### config.mk
export PLATFORM = sky130hd
export DESIGN_NAME = mem_access_flat
export DESIGN_NICKNAME = d
export VERILOG_FILES = /design/src/rtl/mem_access_pkg.sv /design/src/rtl/mem_access_if.sv /design/src/rtl/mem_align.sv /design/src/rtl/mem_access.sv /design/src/flat_wrapper.sv
export SDC_FILE = /design/constraint.sdc
export NUM_CORES = 1
export LEC_CHECK = 0
export BUFFER_PORTS_ARGS = -buffer_cell sky130_fd_sc_hd__buf_2
export CAP_MARGIN = 20
export CORE_ASPECT_RATIO = 0.8
export CORE_MARGIN = 5
export CORE_UTILIZATION = 45
export CTS_CLUSTER_DIAMETER = 60
export DETAILED_ROUTE_END_ITERATION = 10
export PLACE_DENSITY = 0.88
export SLEW_MARGIN = 20
export SYNTH_ARGS = -nofsm -noshare
export SYNTH_HDL_FRONTEND = slang
export SYNTH_SLANG_ARGS = --single-unit
export TNS_END_PERCENT = 20
### constraint.sdc
create_clock -name clk -period 5.8 [get_ports clk]
set_input_delay 1.16 -clock clk [delete_from_list [all_inputs] [get_ports clk]]
set_output_delay 1.16 -clock clk [all_outputs]
set_load 0.05 [all_outputs]
### src/rtl/mem_access_pkg.sv
// rtl/mem_access_pkg.sv - shared encodings and helpers for the memory-access stage
package mem_access_pkg;

  localparam int DATA_W = 32;
  localparam int STRB_W = 4;
  localparam int BYTE_W = 8;
  localparam int HALF_W = 16;

  typedef enum logic [1:0] {
    SIZE_BYTE = 2'b00,
    SIZE_HALF = 2'b01,
    SIZE_WORD = 2'b10
  } mem_size_e;

  typedef enum logic [1:0] {
    ST_IDLE = 2'b00,
    ST_REQ  = 2'b01,
    ST_WAIT = 2'b10,
    ST_DONE = 2'b11
  } state_e;

  function automatic logic is_misaligned(input logic [1:0] size, input logic [1:0] addr_lo);
    return ((size == SIZE_HALF) && addr_lo[0]) || ((size == SIZE_WORD) && (addr_lo != 2'b00));
  endfunction

endpackage

### src/rtl/mem_access_if.sv
// rtl/mem_access_if.sv - data-SRAM request/response bus
interface mem_access_if;
  import mem_access_pkg::*;

  logic              data_req;
  logic              data_wr;
  logic [DATA_W-1:0] data_addr;
  logic [STRB_W-1:0] data_wstrb;
  logic [DATA_W-1:0] data_wdata;
  logic              data_addr_ok;
  logic              data_data_ok;
  logic [DATA_W-1:0] data_rdata;

  modport master (
    output data_req, data_wr, data_addr, data_wstrb, data_wdata,
    input  data_addr_ok, data_data_ok, data_rdata
  );

  modport slave (
    input  data_req, data_wr, data_addr, data_wstrb, data_wdata,
    output data_addr_ok, data_data_ok, data_rdata
  );

endinterface

### src/rtl/mem_align.sv
// rtl/mem_align.sv - store lane replication/strobes and load lane extraction/extension
module mem_align
  import mem_access_pkg::*;
(
  input  logic [1:0]        i_size,
  input  logic [1:0]        i_addr_lo,
  input  logic              i_unsigned,
  input  logic [DATA_W-1:0] i_store_data,
  input  logic [DATA_W-1:0] i_rdata,
  output logic [STRB_W-1:0] o_wstrb,
  output logic [DATA_W-1:0] o_wdata,
  output logic [DATA_W-1:0] o_load_data
);

  logic [BYTE_W-1:0] w_byte;
  logic [HALF_W-1:0] w_half;

  always_comb begin
    w_byte      = i_rdata[{i_addr_lo, 3'b000} +: BYTE_W];
    w_half      = i_rdata[{i_addr_lo[1], 4'b0000} +: HALF_W];
    o_wstrb     = 4'b1111;
    o_wdata     = i_store_data;
    o_load_data = i_rdata;
    case (i_size)
      SIZE_BYTE: begin
        o_wstrb     = 4'b0001 << i_addr_lo;
        o_wdata     = {4{i_store_data[BYTE_W-1:0]}};
        o_load_data = i_unsigned ? {{(DATA_W-BYTE_W){1'b0}}, w_byte}
                                 : {{(DATA_W-BYTE_W){w_byte[BYTE_W-1]}}, w_byte};
      end
      SIZE_HALF: begin
        o_wstrb     = 4'b0011 << i_addr_lo;
        o_wdata     = {2{i_store_data[HALF_W-1:0]}};
        o_load_data = i_unsigned ? {{(DATA_W-HALF_W){1'b0}}, w_half}
                                 : {{(DATA_W-HALF_W){w_half[HALF_W-1]}}, w_half};
      end
      default: begin
        o_wstrb     = 4'b1111;
        o_wdata     = i_store_data;
        o_load_data = i_rdata;
      end
    endcase
  end

endmodule

### src/rtl/mem_access.sv
// rtl/mem_access.sv - pipeline memory stage: stage register, data-SRAM handshake FSM, load/store alignment
module mem_access
  import mem_access_pkg::*;
(
  input  logic              clk,
  input  logic              rstn,
  input  logic              stall_in,
  input  logic              flush,
  input  logic              ex_valid,
  input  logic [31:0]       ex_inst,
  input  logic [31:0]       ex_alu_result,
  input  logic [31:0]       ex_store_data,
  input  logic [4:0]        ex_write_addr,
  input  logic              ex_reg_write,
  input  logic              ex_mem_to_reg,
  input  logic              ex_mem_read,
  input  logic              ex_mem_write,
  input  logic [1:0]        ex_mem_size,
  input  logic              ex_mem_unsigned,
  mem_access_if.master      mem,
  output logic [4:0]        write_addr_out,
  output logic [31:0]       write_data_alu,
  output logic [31:0]       write_data_mem,
  output logic              reg_write_final,
  output logic              mem_to_reg_final,
  output logic [31:0]       inst_out,
  output logic              mem_stall,
  output logic              addr_err
);

  state_e      r_state;
  logic        r_valid;
  logic [31:0] r_inst;
  logic [31:0] r_alu;
  logic [31:0] r_sdata;
  logic [4:0]  r_waddr;
  logic        r_regw;
  logic        r_m2r;
  logic        r_mrd;
  logic        r_mwr;
  logic [1:0]  r_size;
  logic        r_uns;
  logic [31:0] r_rdata;
  logic        r_addr_err;

  logic              w_memop;
  logic              w_misal;
  logic              w_advance;
  logic              w_capture_req;
  logic              w_data_ok_keep;
  logic [STRB_W-1:0] w_wstrb;
  logic [DATA_W-1:0] w_wdata;
  logic [DATA_W-1:0] w_load;

  assign w_memop   = r_valid & (r_mrd | r_mwr);
  assign w_misal   = is_misaligned(r_size, r_alu[1:0]);
  assign mem_stall = (r_state == ST_REQ) || (r_state == ST_WAIT);
  assign w_advance = !stall_in && !mem_stall;
  assign w_capture_req = ex_valid && (ex_mem_read || ex_mem_write) && !flush
                         && !is_misaligned(ex_mem_size, ex_alu_result[1:0]);
  // A flushed (invalid) stage still drains its in-flight response but never keeps the data
  assign w_data_ok_keep = mem.data_data_ok && r_valid && !flush &&
                          (((r_state == ST_REQ) && mem.data_addr_ok) || (r_state == ST_WAIT));

  always_ff @(posedge clk or negedge rstn) begin
    if (!rstn) begin
      r_state    <= ST_IDLE;
      r_valid    <= 1'b0;
      r_inst     <= '0;
      r_alu      <= '0;
      r_sdata    <= '0;
      r_waddr    <= '0;
      r_regw     <= 1'b0;
      r_m2r      <= 1'b0;
      r_mrd      <= 1'b0;
      r_mwr      <= 1'b0;
      r_size     <= 2'b00;
      r_uns      <= 1'b0;
      r_rdata    <= '0;
      r_addr_err <= 1'b0;
    end else begin
      r_addr_err <= 1'b0;
      if (w_advance) begin
        r_valid    <= ex_valid && !flush;
        r_inst     <= ex_inst;
        r_alu      <= ex_alu_result;
        r_sdata    <= ex_store_data;
        r_waddr    <= ex_write_addr;
        r_regw     <= ex_reg_write;
        r_m2r      <= ex_mem_to_reg;
        r_mrd      <= ex_mem_read;
        r_mwr      <= ex_mem_write;
        r_size     <= ex_mem_size;
        r_uns      <= ex_mem_unsigned;
        r_addr_err <= ex_valid && (ex_mem_read || ex_mem_write) && !flush
                      && is_misaligned(ex_mem_size, ex_alu_result[1:0]);
      end else if (flush) begin
        r_valid <= 1'b0;
      end

      if (w_data_ok_keep) r_rdata <= mem.data_rdata;

      case (r_state)
        ST_IDLE: if (w_advance) r_state <= w_capture_req ? ST_REQ : ST_IDLE;
        ST_REQ: begin
          if (flush)                  r_state <= ST_IDLE;
          else if (mem.data_addr_ok)  r_state <= mem.data_data_ok ? ST_DONE : ST_WAIT;
        end
        ST_WAIT: begin
          if (mem.data_data_ok) r_state <= (r_valid && !flush) ? ST_DONE : ST_IDLE;
        end
        ST_DONE: begin
          if (flush)          r_state <= ST_IDLE;
          else if (w_advance) r_state <= w_capture_req ? ST_REQ : ST_IDLE;
        end
        default: r_state <= ST_IDLE;
      endcase
    end
  end

  mem_align u_align (
    .i_size       (r_size),
    .i_addr_lo    (r_alu[1:0]),
    .i_unsigned   (r_uns),
    .i_store_data (r_sdata),
    .i_rdata      (r_rdata),
    .o_wstrb      (w_wstrb),
    .o_wdata      (w_wdata),
    .o_load_data  (w_load)
  );

  assign mem.data_req   = (r_state == ST_REQ);
  assign mem.data_wr    = r_valid & r_mwr;
  assign mem.data_addr  = {r_alu[31:2], 2'b00};
  assign mem.data_wstrb = (r_valid & r_mwr) ? w_wstrb : '0;
  assign mem.data_wdata = w_wdata;

  assign write_addr_out   = r_waddr;
  assign write_data_alu   = r_alu;
  assign write_data_mem   = w_load;
  assign reg_write_final  = r_valid & r_regw & ~(w_memop & w_misal);
  assign mem_to_reg_final = r_m2r;
  assign inst_out         = r_inst;
  assign addr_err         = r_addr_err;

endmodule

### src/flat_wrapper.sv
// flat-port wrapper written by rule: the top's interface ports become plain ports
module mem_access_flat import mem_access_pkg::*;
  (clk, rstn, stall_in, flush, ex_valid, ex_inst, ex_alu_result, ex_store_data, ex_write_addr, ex_reg_write, ex_mem_to_reg, ex_mem_read, ex_mem_write, ex_mem_size, ex_mem_unsigned, write_addr_out, write_data_alu, write_data_mem, reg_write_final, mem_to_reg_final, inst_out, mem_stall, addr_err, mem_data_req, mem_data_wr, mem_data_addr, mem_data_wstrb, mem_data_wdata, mem_data_addr_ok, mem_data_data_ok, mem_data_rdata);
  mem_access_if mem_i ();
  input  logic clk;
  input  logic rstn;
  input  logic stall_in;
  input  logic flush;
  input  logic ex_valid;
  input  logic [31:0] ex_inst;
  input  logic [31:0] ex_alu_result;
  input  logic [31:0] ex_store_data;
  input  logic [4:0] ex_write_addr;
  input  logic ex_reg_write;
  input  logic ex_mem_to_reg;
  input  logic ex_mem_read;
  input  logic ex_mem_write;
  input  logic [1:0] ex_mem_size;
  input  logic ex_mem_unsigned;
  output logic [4:0] write_addr_out;
  output logic [31:0] write_data_alu;
  output logic [31:0] write_data_mem;
  output logic reg_write_final;
  output logic mem_to_reg_final;
  output logic [31:0] inst_out;
  output logic mem_stall;
  output logic addr_err;
  output wire logic [$bits(mem_i.data_req)-1:0] mem_data_req;
  output wire logic [$bits(mem_i.data_wr)-1:0] mem_data_wr;
  output wire logic [$bits(mem_i.data_addr)-1:0] mem_data_addr;
  output wire logic [$bits(mem_i.data_wstrb)-1:0] mem_data_wstrb;
  output wire logic [$bits(mem_i.data_wdata)-1:0] mem_data_wdata;
  input wire logic [$bits(mem_i.data_addr_ok)-1:0] mem_data_addr_ok;
  input wire logic [$bits(mem_i.data_data_ok)-1:0] mem_data_data_ok;
  input wire logic [$bits(mem_i.data_rdata)-1:0] mem_data_rdata;
  assign mem_data_req = mem_i.data_req;
  assign mem_data_wr = mem_i.data_wr;
  assign mem_data_addr = mem_i.data_addr;
  assign mem_data_wstrb = mem_i.data_wstrb;
  assign mem_data_wdata = mem_i.data_wdata;
  assign mem_i.data_addr_ok = mem_data_addr_ok;
  assign mem_i.data_data_ok = mem_data_data_ok;
  assign mem_i.data_rdata = mem_data_rdata;
  mem_access u_core (.clk(clk), .rstn(rstn), .stall_in(stall_in), .flush(flush), .ex_valid(ex_valid), .ex_inst(ex_inst), .ex_alu_result(ex_alu_result), .ex_store_data(ex_store_data), .ex_write_addr(ex_write_addr), .ex_reg_write(ex_reg_write), .ex_mem_to_reg(ex_mem_to_reg), .ex_mem_read(ex_mem_read), .ex_mem_write(ex_mem_write), .ex_mem_size(ex_mem_size), .ex_mem_unsigned(ex_mem_unsigned), .mem(mem_i), .write_addr_out(write_addr_out), .write_data_alu(write_data_alu), .write_data_mem(write_data_mem), .reg_write_final(reg_write_final), .mem_to_reg_final(mem_to_reg_final), .inst_out(inst_out), .mem_stall(mem_stall), .addr_err(addr_err));
endmodule
======== After elaboration in Yosys (flattened, before gate mapping) ========
Index checks and enable logic that the tools add are counted.
word-level totals
  output and inout bits ................... 175
  memories kept ........................... 0
  bits in latches ......................... 0
  bits in writable memories ............... 0
  input bits .............................. 147
  bits in read-only memories .............. 0
  logic and storage cells ................. 82
  register bits after elaboration ......... 144
cells by class
  shift-type cells ........................ 4
  div/mod/pow operators ................... 0
  $mul .................................... 0
  order comparisons ....................... 0
  bitwise gates (word level) .............. 7
  reductions and logical operators ........ 30
  mux-type cells .......................... 18
  $add $sub $neg .......................... 0
  equality and inequality tests ........... 9
operators by type and width
  operator                                                                 number
  32-bit case mux with 2 select lines                                      2
  32-bit 2-to-1 mux                                                        2
  32-bit by 6-bit variable part select with 16-bit output                  1
  32-bit by 6-bit variable part select with 8-bit output                   1
  1-bit logical AND                                                        15
  2-bit 2-to-1 mux                                                         6
  2-bit equality test, second input constant                               4
  2-bit case mux with 4 select lines                                       1
  4-bit case mux with 2 select lines                                       1
  2-bit by 1-bit equality test with 1-bit output, second input constant    3
  2-bit nonzero test                                                       3
  1-bit bitwise AND                                                        5
  1-bit logical OR                                                         5
  1-bit 2-to-1 mux                                                         5
  1-bit logical NOT                                                        4
  2-bit logical NOT                                                        2
  4-bit 2-to-1 mux                                                         1
  1-bit by 2-bit << shifter with 4-bit output, first input constant        1
  2-bit by 2-bit << shifter with 4-bit output, first input constant        1
  3-bit by 2-bit inequality test with 1-bit output, second input constant  1
  2-bit inequality test, second input constant                             1
  2-bit AND reduction                                                      1
  1-bit NOT                                                                1
  1-bit bitwise OR                                                         1

======== Longest topological paths before layout ========
Gate-level depths: netlist of the first run.
  depth after elaboration ................. 9
  gate-level depth with buffers ........... 7
  depth with buffers taken out ............ 6

======== Hierarchy ========
A second synthesis of the first run with hierarchy kept.
unflattened totals
  cells, all modules ...................... 562
  area, all modules ....................... 7026.7 sq um
by module, submodules not included
  module      area an instance (sq um)  seq. area each (sq um)  times used  cells an instance
  mem_access  5826.8                    3603.5                  1           378
  mem_align   1199.9                    0.0                     1           184

======== Least setup slack after synthesis of the first run ========
No wires, ideal clock.
  kind .................................... flip-flop to output port
  start point ............................. register u_core.r_alu[1] (netlist: u_core.write_data_alu[1])
  end point ............................... output write_data_mem[10]
  buffers on the path ..................... 2
  required time ........................... 4640 ps
  arrival ................................. 2665 ps
  setup slack ............................. 1975 ps
  cell stages (with the launch flop) ...... 6
  path through ............................ dfrtp_1 -> clkbuf_1 -> mux2_2 -> or3_1 -> clkbuf_1 -> a2bb2oi_1
between the ends
  cells in the longest elaborated chain, start to end .. 3
  elaborated cells between the ends (all ways) .. 5
  classes of those cells .................. shift (2); mux (3)
ends and longest elaborated chain
  what                                                                                                                               line                              source
  from (decl)                                                                                                                        mem_access.sv:34                  logic [31:0] r_alu;
  from (signal assigned)                                                                                                             mem_access.sv:86                  r_alu <= ex_alu_result;
  32-bit by 6-bit variable part select with 16-bit output or 32-bit by 6-bit variable part select with 8-bit output (tied branches)  mem_align.sv:20, mem_align.sv:19
  32-bit 2-to-1 mux (on tied branches)                                                                                               mem_align.sv:34, mem_align.sv:28
  32-bit case mux with 2 select lines *                                                                                              mem_align.sv:24                   case (i_size)
  to (decl)                                                                                                                          flat_wrapper.sv:22                output logic [31:0] write_data_mem;
Every way passes the cells marked *; elsewhere a longest branch is shown, timed or not.

======== Worst setup path after layout of the first run ========
  start point ............................. register u_core.r_size[0]
  end point ............................... output write_data_mem[1]
between the ends
  cells in the longest elaborated chain, start to end .. 2
  elaborated cells between the ends (all ways) .. 3
  classes of those cells .................. eq/ne (1); mux (1); reduce/logical (1)
ends and longest elaborated chain
  what                                                                                 line              source
  from (decl)                                                                          mem_access.sv:41  logic [1:0] r_size;
  from (signal assigned)                                                               mem_access.sv:93  r_size <= ex_mem_size;
  2-bit by 1-bit equality test with 1-bit output or 2-bit logical NOT (tied branches)  mem_align.sv:24
  32-bit case mux with 2 select lines *                                                mem_align.sv:24
Marked as above.

==> results of run 1 <==
==> cell usage in the layout (no fill, tap or decap), types with 2 or more instances in the layout <==
cell and instances:
nand2_1 81, buf_4 3, buf_2 318, ha_1 4
bufinv_16 2, mux2i_1 10, a22oi_1 8, conb_1 2
inv_6 2, clkinvlp_4 4, inv_1 8, nand2b_1 3
dfrtp_1 143, o21ai_0 28, mux2_2 152, a2bb2oi_1 3
a21oi_1 17, nand3_1 3, nor2_1 13, clkbuf_16 17
nor3_1 2, clkinv_4 3
==> sequential cells by signal, summed over array words and instances, names as in the netlist, 2 cells and up <==
name	flops
u_core.r_rdata	32
u_core.write_addr_out	5
u_core.r_size	2
u_core.inst_out	32
u_core.write_data_alu	32
u_core.r_sdata	32
u_core.r_state	2
==> worst min-delay path by stage <==
stage                                          from  depth (start not counted)                         endpoint
floorplan                 u_core.r_regw$_DFFE_PN0P_                          1        u_core.r_regw$_DFFE_PN0P_
global placement          u_core.r_regw$_DFFE_PN0P_                          1        u_core.r_regw$_DFFE_PN0P_
detailed placement   u_core.inst_out[5]$_DFFE_PN0P_                          1   u_core.inst_out[5]$_DFFE_PN0P_
CTS                  u_core.inst_out[5]$_DFFE_PN0P_                          1   u_core.inst_out[5]$_DFFE_PN0P_
global route         u_core.inst_out[2]$_DFFE_PN0P_                          1   u_core.inst_out[2]$_DFFE_PN0P_
finish              u_core.inst_out[28]$_DFFE_PN0P_                          1  u_core.inst_out[28]$_DFFE_PN0P_
==> per-stage QoR <==
stage                     utilization, %  setup slack, ns  instances  area, µm²  hold slack (ns)
after global placement             55.33            2.439       1010       8252           0.4834
final                              59.19            1.870       1040       8828           0.5039
after CTS                          59.19            1.899       1040       8828           0.5064
after floorplan                        -            1.975        569       6792           0.4728
after detailed placement           55.33            2.367       1010       8252           0.4910
after global routing               59.19            1.681       1040       8828           0.5210
==> cell type report <==
type,instances,area (µm²)
Inverter,8,30.03
Timing Repair Buffer,323,1645
Tap cell,189,236.5
Multi-Input combinational cell,346,2735
Clock inverter,11,133.9
Sequential cell,144,3605
Clock buffer,19,442.9
Fill cell,1221,6086
==> layer usage <==
metal	GRT usage, %	share of wire [%]	vias to the layer above	routed length, µm
li1	-	-	2480	-
met1	25.20	38	2535	7158
met2	35.90	50	266	9578
met3	8.116	9.8	30	1856
met4	7.276	2.1	6	393
met5	0	0.19	-	36
==> cell families (layout without fill, tap and decap cells) <==
group / Yosys count / in the layout / share of synthesized area (%)
buffers and inverters: 79 / 361 / 6.857
AOI/OAI and AO/OA: 66 / 66 / 5.788
xor gates and xnor gates: 1 / 1 / 0.1291
DFF: 144 / 144 / 53.09
adders and majority gates: 4 / 4 / 0.7374
other: 1 / 2 / 0.05525
muxes: 162 / 162 / 26.69
and+or+nand+nor: 111 / 111 / 6.655
==> cells in the mapped netlist <==
cell         n  area share [%]
dfrtp_1    144              53
and2_1       1           0.092
buf_4       40             4.4
nor2b_1      1           0.092
nor2_1      14            0.77
a2bb2oi_1    3            0.39
a2111o_1     1            0.17
nand3_1      3            0.22
mux2_2     152              25
o21bai_1     1            0.11
nand2b_1     3            0.28
buf_6        1            0.17
clkbuf_1    18             1.0
o21ai_1      1           0.074
mux2i_1     10             1.5
ha_1         4            0.74
nor3_1       3            0.22
o21ai_0     28             2.1
buf_1        3            0.17
buf_2        9            0.66
xnor2_1      1            0.13
a211oi_1     1            0.11
and4_1       1            0.13
inv_1        8            0.44
conb_1       1           0.055
nand2_1     81             4.5
a21oi_1     17             1.3
a22oi_1      8            0.88
or3_1        1           0.092
or2_2        1           0.092
a221oi_1     1            0.13
o2111ai_1    1            0.13
o22ai_1      1           0.092
a221o_1      1            0.15
o31ai_1      1            0.11
and3_1       1           0.092
o2bb2ai_1    1            0.13
nand4_1      1           0.092
==> power by group <==
part / switching [W] / internal [W]
Sequential: 0.000160 / 0.00119
Combinational: 0.00131 / 0.000467
Clock: 0.000430 / 0.000644
==> worst max-delay path: stages, from the launching register on <==
cell and delay (ns):
dfrtp_1 0.90, nor2b_1 0.34, nor2_1 0.48, a22oi_1 0.16, o21ai_0 0.19, buf_2 0.29
==> impl_metrics.csv, run 1 <==
group,metric,value,unit
timing,rsz0062_at_grt,"no",
critical_path,crit_end,"write_data_mem[1]",
pwr,power.leakage,4.505,nW
floorplan,fp.dieW,147.3,µm
run_status,status,"completed",
clock_network,cts_setup_buffers,0,
pwr,finalPower,0.004200,W
timing,fmaxAchievable,0.2544,GHz
finish,syn2layout_area_growth,30.06,%
critical_path,rrSetupSlack,3.40,ns
timing,setup_viol,0,
timing,maxSlewViolCount,0,
grt,grt_usage,21.33,%
finish,antenna_cells,0,
placed_design,hpwl,14580,µm
clock_network,cts_made_buffers,17,
hold_path,hold_class,"reg2reg",
floorplan,rows,40,
finish,nets,991,
clock_network,numClockSinks,144,
pwr,peakVddDrop,253.3,µV
clock_network,cts_buffer_depth,2,
critical_path,critPathLaunch,"u_core.r_size[0]$_DFFE_PN0P_",
detailed_routing,vias_per_cell,5.113,
grt,grt_max_degree,107,
job,cap_violations,0,
timing,period_minus_slack,3.930,ns
clock_network,clkSlewWorstSetupHoldPaths,0.06,ns
critical_path,cp-end-kind,"primary output",
grt,antenna_found_initial,3,
critical_path,r2r_end,"u_core.write_data_alu[16]$_DFFE_PN0P_",
yosys,synthDistinctLibCells,38,
floorplan,coreArea,14910,µm²
placed_design,portBuffers,319,
yosys,syn_inst,568,
critical_path,r2r_cells,5,
clock_network,cts_root_buf,"clkbuf_16",
clock_network,cts_tree,"done",
detailed_routing,post_drt_wl_per_cell,18.29,µm
critical_path,cp_max_fo,21,
floorplan,die-area,17660,µm²
timing,finalHoldViolCount,0,
grt,grt.overflow.total,0,
detailed_routing,drtIter0Drc,328,
detailed_routing,ant_nets,0,
critical_path,arrival,2.77,ns
yosys,synth_area_per_cell,11.95,µm²
timing,finalCritPeriodShare,67.77,%
floorplan,die_h,119.9,µm
floorplan,start_util,45.51,%
yosys,netlist_area,6788,µm²
finish,drive_gt1_share,59.69,%
yosys,yosys_warnings,0,
yosys,synth_seq_cells,144,
detailed_routing,first_pass_iters,5,
timing,worstMarginPinSlew,0.9597,ns
clock_network,cts_resized,0,
detailed_routing,wirelength,19020,µm
timing,fin_setup_tns,0,ns
clock_network,cts_hold_buf,0,
detailed_routing,drc_errors,0,
critical_path,timing.rr.start,"u_core.r_state[0]$_DFFE_PN0P_",
placed_design,place_congestion,0.9663,
pwr,power_density,475.8,nW/µm²
critical_path,worstPathRequired,4.64,ns
floorplan,boundaryPins,322,
grt,grt_pass1_vias,5533,
clock_network,clk_latency,0.43,ns
yosys,yosysSeqAreaShare,53.09,%
grt,grt_first_pass_wirelength,29630,µm
timing,slew-limit-headroom,36.02,%
critical_path,critical_path_class,"reg2out",
detailed_routing,vias,5317,
timing,skew,0.01035,ns
critical_path,startpoint_type,"register",
clock_network,cts_max_level,4,
(Power assumes the default switching activity.)
==> run 2, diff against run 1 <==
==> constraint.sdc (replaced) <==
create_clock -name clk -period 3.8 [get_ports clk]
set_input_delay 0.76 -clock clk [delete_from_list [all_inputs] [get_ports clk]]
set_output_delay 0.76 -clock clk [all_outputs]
set_load 0.05 [all_outputs]
==> run 2 against run 1 <==
  * Setup slack lost 1.5 ns
  * Flip-flop and latch count is the same
  * Combinational power grew 55%
  * Via count increased by 2.1%
  * Global-route usage up 0.45 points
  * Register-to-register slack lost 2.0 ns
  * Critical path type unchanged
  * Highest routed layer is now met4
==> impl_metrics.csv, run 2 (same netlist as run 1, synthesis figures left out) <==
group,metric,value,unit
run_status,status,"completed",
timing,fmaxAchievable,0.2915,GHz
grt,grt_first_pass_wirelength,30350,µm
pwr,power.leakage,4.531,nW
timing,maxSlewViolCount,0,
clock_network,cts_buffer_depth,2,
timing,period_minus_slack,3.431,ns
grt,antenna_found_initial,0,
clock_network,cts_root_buf,"clkbuf_16",
critical_path,critical-path-slowest-cell,"dfrtp_1",
timing,setup_viol,0,
critical_path,crit_chain,"mux2_2 > a2111o_1 > nand2_1 > buf_2",
clock_network,cts_setup_buffers,0,
detailed_routing,ant_nets,0,
detailed_routing,drc_errors,0,
clock_network,cts_max_level,4,
detailed_routing,vias_per_cell,5.192,
placed_design,hpwl,14870,µm
job,cap_violations,0,
timing,finalCritPeriodShare,90.29,%
detailed_routing,drtIter0Drc,270,
finish,final_area,8877,µm²
grt,grt_usage,21.78,%
finish,drive_gt1_share,59.98,%
finish,nets,995,
clock_network,clkSlewWorstSetupHoldPaths,0.06,ns
detailed_routing,wirelength,19340,µm
floorplan,boundaryPins,322,
finish,syn2layout_area_growth,30.78,%
grt,grt.overflow.total,0,
finish,antenna_cells,0,
critical_path,arrival,2.67,ns
placed_design,portBuffers,319,
grt,grt_max_degree,76,
floorplan,fp.dieW,147.3,µm
critical_path,critPathBufInv,1,
clock_network,cts_hold_buf,0,
timing,rsz0062_at_grt,"no",
timing,slew-limit-headroom,48.18,%
placed_design,place_congestion,0.9349,
floorplan,start_util,45.51,%
grt,grt_pass1_vias,5737,
hold_path,hold_class,"in2async",
critical_path,cp_max_fo,19,
finish,final_cell_mix,"buf_2 (318), mux2_2 (152), dfrtp_1 (143)",
finish,final_common_cell,"buf_2",
timing,worstMarginPinSlew,0.7754,ns
detailed_routing,first_pass_iters,6,
critical_path,cp-end-kind,"primary output",
detailed_routing,vias,5431,
timing,skew,0.007042,ns
finish,utilization,59.52,%
timing,fin_setup_tns,0,ns
placed_design,placed_cells,1014,
critical_path,critical_path_class,"reg2out",
clock_network,clk_latency,0.41,ns
detailed_routing,post_drt_wl_per_cell,18.49,µm
timing,hold_ws,0.3484,ns
timing,finalHoldViolCount,0,
finish,layout.cells.non_filler,1046,
floorplan,die-area,17660,µm²
critical_path,max_stage_delay,0.73,ns
critical_path,startpoint_type,"register",
critical_path,rrSetupSlack,1.44,ns
floorplan,coreArea,14910,µm²
clock_network,cts_made_buffers,17,
floorplan,rows,40,
clock_network,cts_resized,0,
clock_network,numClockSinks,144,
pwr,peakVddDrop,465.0,µV
placed_design,place_area,8307,µm²
critical_path,worstPathRequired,3.04,ns
floorplan,die_h,119.9,µm
clock_network,cts_tree,"done",
critical_path,cp_top_family,"flip-flops",
pwr,power_density,721.0,nW/µm²
-- run 2: cell types whose count changed in the layout (fill, tap and decap cells not counted) --
cell,delta
inv_8,+1
inv_6,+2
clkinv_4,-2
buf_4,+2
clkinv_2,+1
bufinv_16,-1
buf_12,+2
clkinvlp_4,+1
-- run 2: stage by stage --
| step | worst slack (ns) | power [W] |
|---|---|---|
| after detailed placement | 0.8224 | 0.004843 |
| after floorplan | 0.3751 | 0.004243 |
| after CTS | 0.3698 | 0.006452 |
| after global routing | 0.2374 | 0.006680 |
| final | 0.3691 | 0.006401 |
| after global placement | 0.8914 | 0.004782 |
-- run 2: path summary, 6_finish.rpt --
kind / depth (start not counted) / to / start
min in group clk: 1 / u_core.inst_out[28]$_DFFE_PN0P_ / u_core.inst_out[28]$_DFFE_PN0P_
max in group asynchronous: 2 / u_core.r_sdata[4]$_DFFE_PN0P_ / rstn
worst max register to register: 5 / u_core.write_data_alu[2]$_DFFE_PN0P_ / u_core.r_state[0]$_DFFE_PN0P_
worst max-delay path: 4 / write_data_mem[28] / u_core.write_data_alu[1]$_DFFE_PN0P_
worst min register to register: 1 / u_core.inst_out[28]$_DFFE_PN0P_ / u_core.inst_out[28]$_DFFE_PN0P_
worst min-delay path: 1 / u_core.r_rdata[23]$_DFFE_PN0P_ / rstn
-- run 2: final cells by class --
type	instances	area [µm²]
Tap cell	189	236.5
Timing Repair Buffer	327	1700
Multi-Input combinational cell	346	2735
Clock buffer	19	442.9
Clock inverter	13	127.6
Fill cell	1214	6037
Inverter	8	30.03
Sequential cell	144	3605
-- run 2: layer usage --
| layer | up-vias | track usage, % | part of all wire [%] |
|---|---|---|---|
| met4 | 0 | 6.577 | 1.8 |
| met5 | - | 0 | 0 |
| li1 | 2492 | - | - |
| met2 | 260 | 37.46 | 51 |
| met3 | 29 | 7.814 | 8.8 |
| met1 | 2650 | 25.71 | 39 |
-- run 2: where the power goes --
group | internal, W | switching (W)
Clock | 0.000930 | 0.000665
Sequential | 0.00182 | 0.000231
Combinational | 0.000728 | 0.00202
Total | 0.00348 | 0.00292
==> run 3, diff against run 2 <==
==> constraint.sdc (replaced) <==
create_clock -name clk -period 4.2 [get_ports clk]
set_input_delay 0.84 -clock clk [delete_from_list [all_inputs] [get_ports clk]]
set_output_delay 0.84 -clock clk [all_outputs]
set_load 0.05 [all_outputs]
==> run 3 against run 2 <==
  * Critical path depth is 1 higher
  * Cell count is 0.38% lower
  * Cell area is 0.20% lower
  * Critical endpoint is now write_data_mem[0]
  * Largest cell class unchanged
  * Highest routed layer is now met5
==> impl_metrics.csv, run 3 (same netlist as run 1, synthesis figures left out) <==
group,metric,value,unit
floorplan,boundaryPins,322,
critical_path,arrival,2.76,ns
clock_network,cts_max_level,4,
pwr,power.leakage,4.517,nW
floorplan,die_h,119.9,µm
timing,finalHoldViolCount,0,
placed_design,place_congestion,0.9660,
finish,final_common_cell,"buf_2",
clock_network,cts_tree,"done",
timing,fin_ws,0.5989,ns
timing,period_minus_slack,3.601,ns
clock_network,cts_hold_buf,0,
critical_path,crit_end,"write_data_mem[0]",
grt,grt_usage,21.15,%
clock_network,cts_setup_buffers,0,
grt,grt_max_degree,101,
finish,drive_gt1_share,59.44,%
finish,nets,991,
timing,slew-limit-headroom,46.07,%
detailed_routing,wirelength,19040,µm
timing,rsz0062_at_grt,"no",
clock_network,cts_root_buf,"clkbuf_16",
timing,skew,0.01279,ns
placed_design,pre_cts_slack,1.071,ns
pwr,finalPower,0.005839,W
clock_network,clkSlewWorstSetupHoldPaths,0.06,ns
grt,antenna_found_initial,4,
critical_path,worstPathRequired,3.36,ns
hold_path,hold_class,"in2async",
grt,grt.overflow.total,0,
detailed_routing,ant_nets,0,
critical_path,cp_top_family,"flip-flops",
critical_path,cp_max_fo,21,
critical_path,critPathLaunch,"u_core.r_size[0]$_DFFE_PN0P_",
critical_path,timing.rr.start,"u_core.r_state[0]$_DFFE_PN0P_",
detailed_routing,drtIter0Drc,251,
critical_path,cp-end-kind,"primary output",
grt,grt_pass1_vias,5634,
floorplan,fp.dieW,147.3,µm
detailed_routing,post_drt_wl_per_cell,18.27,µm
detailed_routing,vias_per_cell,5.168,
floorplan,die-area,17660,µm²
critical_path,max_stage_delay,0.87,ns
placed_design,portBuffers,319,
finish,syn2layout_area_growth,30.53,%
placed_design,place_area,8264,µm²
critical_path,critPathBufInv,1,
timing,fmaxAchievable,0.2777,GHz
finish,final_area,8860,µm²
timing,fin_setup_tns,0,ns
timing,finalCritPeriodShare,85.74,%
timing,maxSlewViolCount,0,
clock_network,numClockSinks,144,
clock_network,cts_buffer_depth,2,
floorplan,coreArea,14910,µm²
floorplan,rows,40,
critical_path,startpoint_type,"register",
detailed_routing,first_pass_iters,5,
critical_path,r2r_end,"u_core.write_addr_out[0]$_DFFE_PN0P_",
detailed_routing,drc_errors,0,
critical_path,critical_path_class,"reg2out",
critical_path,critical-path-slowest-cell,"dfrtp_1",
critical_path,r2r_cells,5,
grt,grt_first_pass_wirelength,29480,µm
finish,final_cell_mix,"buf_2 (318), mux2_2 (152), dfrtp_1 (143)",
clock_network,cts_resized,0,
finish,antenna_cells,0,
timing,worstMarginPinSlew,0.8089,ns
detailed_routing,vias,5385,
clock_network,clk_latency,0.42,ns
placed_design,hpwl,14680,µm
critical_path,cp.depth,5,
job,cap_violations,0,
pwr,power_density,659.1,nW/µm²
timing,setup_viol,0,
pwr,peakVddDrop,436.8,µV
clock_network,cts_made_buffers,17,
run_status,status,"completed",
finish,fillers,1266,
critical_path,crit_chain,"nor2b_1 > nor2_1 > a22oi_1 > o21ai_0 > buf_2",
floorplan,start_util,45.51,%
critical_path,rrSetupSlack,1.85,ns
==> run 3: worst min-delay path by stage <==
stage	end	slack, ns	depth (start not counted)
global placement	u_core.r_regw$_DFFE_PN0P_	0.48	1
CTS	u_core.r_rdata[26]$_DFFE_PN0P_	0.44	1
detailed placement	u_core.inst_out[0]$_DFFE_PN0P_	0.49	1
finish	u_core.r_rdata[26]$_DFFE_PN0P_	0.42	1
floorplan	u_core.r_regw$_DFFE_PN0P_	0.47	1
global route	u_core.r_rdata[26]$_DFFE_PN0P_	0.45	1
==> run 3: final cells by class <==
class                   count  area [µm²]  area share (%)
multi-input cells         346        2735           30.87
repair buffers            323        1658           18.71
clock buffers              21       440.4           4.971
well taps                 189       236.5           2.669
flip-flops and latches    144        3605           40.69
inverters                   8       30.03          0.3389
clock inverters            11       155.1           1.751
==> run 3: metrics by stage <==
stage | util [%] | instances | hold slack, ns
2_1_floorplan | - | 569 | 0.4728
3_3_place_gp | 55.41 | 1010 | 0.4835
3_5_place_dp | 55.41 | 1010 | 0.4910
4_1_cts | 59.40 | 1042 | 0.4359
5_1_grt | 59.40 | 1042 | 0.4475
6_report | 59.40 | 1042 | 0.4180
==> run 3: power breakdown <==
part / internal (W) / leakage (nW) / switching (W) / total, W
combinational: 0.000646 / 2.49 / 0.00179 / 0.00243
sequential: 0.00165 / 1.75 / 0.000241 / 0.00189
clock: 0.000940 / 0.275 / 0.000578 / 0.00152
==> run 3: per-layer routing <==
| layer | vias to the layer above | track usage (%) | part of all wire [%] |
|---|---|---|---|
| met5 | - | 0 | 0.32 |
| met4 | 8 | 6.694 | 2.0 |
| met3 | 40 | 8.720 | 9.3 |
| met2 | 264 | 35.59 | 50 |
| met1 | 2594 | 24.77 | 39 |
| li1 | 2479 | - | - |
